===== src/rtl/mem_arbiter.sv =====
// Arbitrates an instruction-fetch port and a load/store port onto one memory port.
// Each requester has a one-deep capture buffer; dmem wins ties until imem has waited STARVE_MAX grants.
module mem_arbiter #(
  parameter int STARVE_MAX = 4
) (
  input  logic        clk,
  input  logic        rst_n,
  input  logic [31:0] imem_addr,
  input  logic [3:0]  imem_rmask,
  output logic [31:0] imem_rdata,
  output logic        imem_resp,
  input  logic [31:0] dmem_addr,
  input  logic [3:0]  dmem_rmask,
  input  logic [3:0]  dmem_wmask,
  input  logic [31:0] dmem_wdata,
  output logic [31:0] dmem_rdata,
  output logic        dmem_resp,
  output logic [31:0] mem_addr,
  output logic [3:0]  mem_rmask,
  output logic [3:0]  mem_wmask,
  output logic [31:0] mem_wdata,
  input  logic [31:0] mem_rdata,
  input  logic        mem_resp
);

  localparam int SW = (STARVE_MAX < 1) ? 1 : $clog2(STARVE_MAX + 1);

  typedef enum logic [1:0] {IDLE, WAIT_I, WAIT_D} state_t;

  state_t        state_q, state_d;
  logic          ipend_q, dpend_q;
  logic [31:0]   iaddr_q, daddr_q, dwdata_q;
  logic [3:0]    irmask_q, drmask_q, dwmask_q;
  logic [SW-1:0] starve_q, starve_d;
  logic          grant_i, grant_d, done_i, done_d, cap_i, cap_d;

  always_comb begin
    grant_i = 1'b0;
    grant_d = 1'b0;
    if (state_q == IDLE) begin
      if (ipend_q && dpend_q) begin
        if (starve_q == SW'(STARVE_MAX)) grant_i = 1'b1;
        else                             grant_d = 1'b1;
      end else begin
        grant_i = ipend_q;
        grant_d = dpend_q;
      end
    end
  end

  assign done_i = (state_q == WAIT_I) && mem_resp;
  assign done_d = (state_q == WAIT_D) && mem_resp;
  // A request landing in its own completion cycle refills the buffer.
  assign cap_i  = (imem_rmask != 4'h0) && (!ipend_q || done_i);
  assign cap_d  = ((dmem_rmask | dmem_wmask) != 4'h0) && (!dpend_q || done_d);

  always_comb begin
    starve_d = starve_q;
    if (!ipend_q || grant_i) starve_d = '0;
    else if (grant_d && (starve_q != SW'(STARVE_MAX))) starve_d = starve_q + 1'b1;
  end

  always_comb begin
    state_d    = state_q;
    mem_addr   = 32'h0;
    mem_rmask  = 4'h0;
    mem_wmask  = 4'h0;
    mem_wdata  = 32'h0;
    imem_resp  = 1'b0;
    imem_rdata = 32'h0;
    dmem_resp  = 1'b0;
    dmem_rdata = 32'h0;
    case (state_q)
      IDLE: begin
        if (grant_i) begin
          mem_addr  = iaddr_q & ~32'h3;
          mem_rmask = irmask_q;
          state_d   = WAIT_I;
        end else if (grant_d) begin
          mem_addr  = daddr_q & ~32'h3;
          mem_rmask = drmask_q;
          mem_wmask = dwmask_q;
          mem_wdata = dwdata_q;
          state_d   = WAIT_D;
        end
      end
      WAIT_I: begin
        if (mem_resp) begin
          imem_resp  = 1'b1;
          imem_rdata = mem_rdata;
          state_d    = IDLE;
        end
      end
      WAIT_D: begin
        if (mem_resp) begin
          dmem_resp  = 1'b1;
          dmem_rdata = mem_rdata;
          state_d    = IDLE;
        end
      end
      default: state_d = IDLE;
    endcase
  end

  always_ff @(posedge clk or negedge rst_n) begin
    if (!rst_n) begin
      state_q  <= IDLE;
      starve_q <= '0;
      ipend_q  <= 1'b0;
      iaddr_q  <= 32'h0;
      irmask_q <= 4'h0;
      dpend_q  <= 1'b0;
      daddr_q  <= 32'h0;
      drmask_q <= 4'h0;
      dwmask_q <= 4'h0;
      dwdata_q <= 32'h0;
    end else begin
      state_q  <= state_d;
      starve_q <= starve_d;
      if (cap_i) begin
        ipend_q  <= 1'b1;
        iaddr_q  <= imem_addr;
        irmask_q <= imem_rmask;
      end else if (done_i) begin
        ipend_q <= 1'b0;
      end
      if (cap_d) begin
        dpend_q  <= 1'b1;
        daddr_q  <= dmem_addr;
        drmask_q <= dmem_rmask;
        dwmask_q <= dmem_wmask;
        dwdata_q <= dmem_wdata;
      end else if (done_d) begin
        dpend_q <= 1'b0;
      end
    end
  end

endmodule


===== config.mk =====
export PLATFORM = sky130hd
export DESIGN_NAME = mem_arbiter
export DESIGN_NICKNAME = d
export VERILOG_FILES = /design/src/rtl/mem_arbiter.sv
export SDC_FILE = /design/constraint.sdc
export NUM_CORES = 1
export LEC_CHECK = 0
export CAP_MARGIN = 20
export CORE_ASPECT_RATIO = 1.2
export CORE_MARGIN = 8
export CORE_UTILIZATION = 43
export DETAILED_ROUTE_END_ITERATION = 10
export PLACE_DENSITY = 0.88
export SLEW_MARGIN = 15
export SYNTH_ARGS = -nofsm -noshare
export SYNTH_HDL_FRONTEND = slang
export SYNTH_SLANG_ARGS = --single-unit

===== constraint.sdc =====
create_clock -name clk -period 5.34 [get_ports clk]
set_input_delay 1.068 -clock clk [delete_from_list [all_inputs] [get_ports clk]]
set_output_delay 1.068 -clock clk [all_outputs]
set_load 0.1 [all_outputs]

==> results_dict.tcl <==
set metrics [dict create \
    root_buffer "clkbuf_16" \
    clk_pin_slew_ps 70 \
    worstPathMaxFanout 53 \
    grt.overflow.total 0 \
    row_count 44 \
    htreeDepth 3 \
    grt_pass1_wl_um 26700 \
    routed_wl_um 17300 \
    synth_area_leaders "dfrtp_1 52%, mux2_2 21%, and3_1 7.4%" \
    clock_path_buffers 2 \
    num_vias 4409 \
    finalWorstSetupSlack_ps 746 \
    path_class "reg -> out" \
    area_delta_synth_final_pct 53.7 \
    fmax_ghz 0.218 \
    cp_cell_sequence "inv_1 > ha_1 > nand2_1 > a31oi_4 > buf_12 > and2_1 > clkdlybuf4s50_1" \
    crit_slowest_cell "clkdlybuf4s50_1" \
    avgViaCountPerCell 5.17 \
    dpl.hpwl_um 13500 \
    status "completed" \
    ys_warn_count 0 \
    cts.sink_count 111 \
    synth_flop_cell "dfrtp_1" \
    track_usage_pct 20.6 \
    dr.first_iter.drc_count 177 \
    dieArea_um2 16300 \
    cts_tree "built" \
    post-cts-setup-buffer-count 0 \
    cts_buffers 9 \
    routabilityCongestion 0.846 \
    synth_top_area_share_pct 51.7 \
    max_cap_viol_count 0 \
    final-seq-area_um2 2780 \
    dp.cells 837 \
    seq_area_frac_synth_pct 51.7 \
    finalSetupTns_ps 0 \
    ios 281 \
    final_max_slew_viol_count 0 \
    hp-class "reg -> reg" \
    clk_latency_ps 350 \
    die_y_um 138 \
    max_slew_margin_pct 32.0 \
    fin_crit_ps 4590 \
    grt_pass1_vias 4721 \
    ys_async_sr_fraction_pct 100 \
    drc_errors 0 \
    antenna_left 0 \
    tightestPinTransition_ps 1020 \
    hold_buffers 0 \
    startpoint_type "flop" \
    synth_area_um2 5380 \
    syn_inst 432 \
    initial_core_util_pct 44.2 \
    portBuffers 274 \
    setup_violations 0 \
    drive_gt1_share_pct 32.9 \
    detail_route.wl_per_cell_um 20.3 \
    antenna_found_initial 1 \
    synth_edf_count 0 \
    fin_skew_ps 7.01 \
    required_ps 4270 \
    postCtsResizedCells 0 \
    nNetsFinal 835 \
    final_cells 853 \
    fp.coreArea_um2 12200 \
    ys_types 25 \
    multi_input_area_um2 2390 \
    syn_area_per_cell_um2 12.4 \
    timing_hold_violations_final 0 \
    dr.pass1.iters 4 \
    min_period_over_period_pct 86.0 \
    crit_path_end_kind "primary output" \
    grt_max_degree 72 \
    place_area_um2 7980 \
    rsz0062_at_grt "false" \
    fill_cells 895 \
    cpPeakStageDelay_ps 1150 \
    crit_arrival_ps 3530 \
    ys_ff_latch 111 \
    yosys.area.top_type "dfrtp_1" \
    dp_slack_ps 1130 \
    finish.instance_area_um2 8260 \
    die_w_um 118 \
]
per-layer routing:
metal  up-vias  wire [µm]  global-route usage (%)
met4         0        408                    7.50
met1      2134       6510                    21.9
li1       2057          -                       -
met2       193       8840                    36.1
met3        25       1520                    7.90
met5         -          0                       0
synthesized netlist by cell type (all sizes together) (2+ instances only):
cell       n
dfrtp    111
mux2     102
and3      64
a22o      36
and2      36
clkbuf    20
buf       17
inv        8
nand2      7
ha         5
nand2b     5
a21boi     4
nand3      3
nor4       3
o21ai      2
o2bb2ai    2
logic make-up after synthesis:
kind of cell             share of synthesized area, %
buffers and inverters                            4.45
multiplexers                                     21.4
other                                          0.0698
adder cells (fa/ha/maj)                          1.16
AND/OR/NAND/NOR                                  13.7
AO/OA/AOI/OAI                                    7.57
flip-flops                                       51.7
cell usage in the layout, fill, tap and decap left out:
cell type	synthesis	routed
nand2b_1	5	5
buf_12	0	2
nor3b_1	1	1
a22oi_2	1	1
clkdlybuf4s50_1	0	173
nand3_1	3	3
nand2_1	7	7
a21boi_0	4	4
conb_1	1	2
ha_1	5	5
clkbuf_16	0	9
clkinvlp_4	0	2
diode_2	0	1
mux2_2	102	102
buf_4	2	104
and3_1	64	64
a31oi_4	0	1
nor2_4	0	1
inv_1	8	8
o2bb2ai_1	2	2
dfrtp_1	111	111
buf_16	0	1
clkbuf_1	20	1
and3b_1	1	1
nor4_1	3	3
a21oi_4	0	1
and2_1	36	36
clkbuf_8	0	3
o21ai_0	2	2
a22o_1	36	36
critical path: cells and delay by family (launching register included):
family	cells	cell delay (ps)
adder cells (fa/ha/maj)	1	320
flip-flops	1	400
AO/OA/AOI/OAI	1	560
buffers and inverters	3	1560
AND/OR/NAND/NOR	2	310
layout make-up:
| type | count | share of cell area (%) |
|---|---|---|
| antenna | 1 | 0.0303 |
| clock buffer | 13 | 3.27 |
| clock inverter | 2 | 0.182 |
| inverter | 8 | 0.363 |
| multi-input combinational | 277 | 28.9 |
| sequential | 111 | 33.6 |
| tap | 161 | 2.44 |
| timing repair buffer | 280 | 31.2 |
flip-flops by register name, indices dropped and copies added, names as in the netlist:
name / cells
dpend_q: 1
starve_q: 3
ipend_q: 1
dwmask_q: 4
drmask_q: 4
irmask_q: 4
state_q: 2
dwdata_q: 32
daddr_q: 30
iaddr_q: 30
final timing paths:
kind                            slack [ps]  cells after the start            to   startpoint
worst min register to register         500                      1   dwdata_q[2]  dwdata_q[2]
worst max-delay path                   750                      7  mem_wmask[1]   state_q[1]
worst max register to register        2160                      6   daddr_q[17]   state_q[0]
worst min-delay path                   500                      1   dwdata_q[2]  dwdata_q[2]
max in group asynchronous             3400                      2   daddr_q[17]        rst_n
min in group asynchronous              840                      1   dwdata_q[6]        rst_n
through the flow:
step	hold slack, ps	util, %
after floorplan	472	-
after global placement	483	65.3
after detailed placement	488	65.5
after CTS	504	67.9
after global routing	517	67.9
final	499	67.9
Power is left out: the tool's default activity adds up to more than one toggle a clock period on the data nets, which glitch-free logic cannot reach.
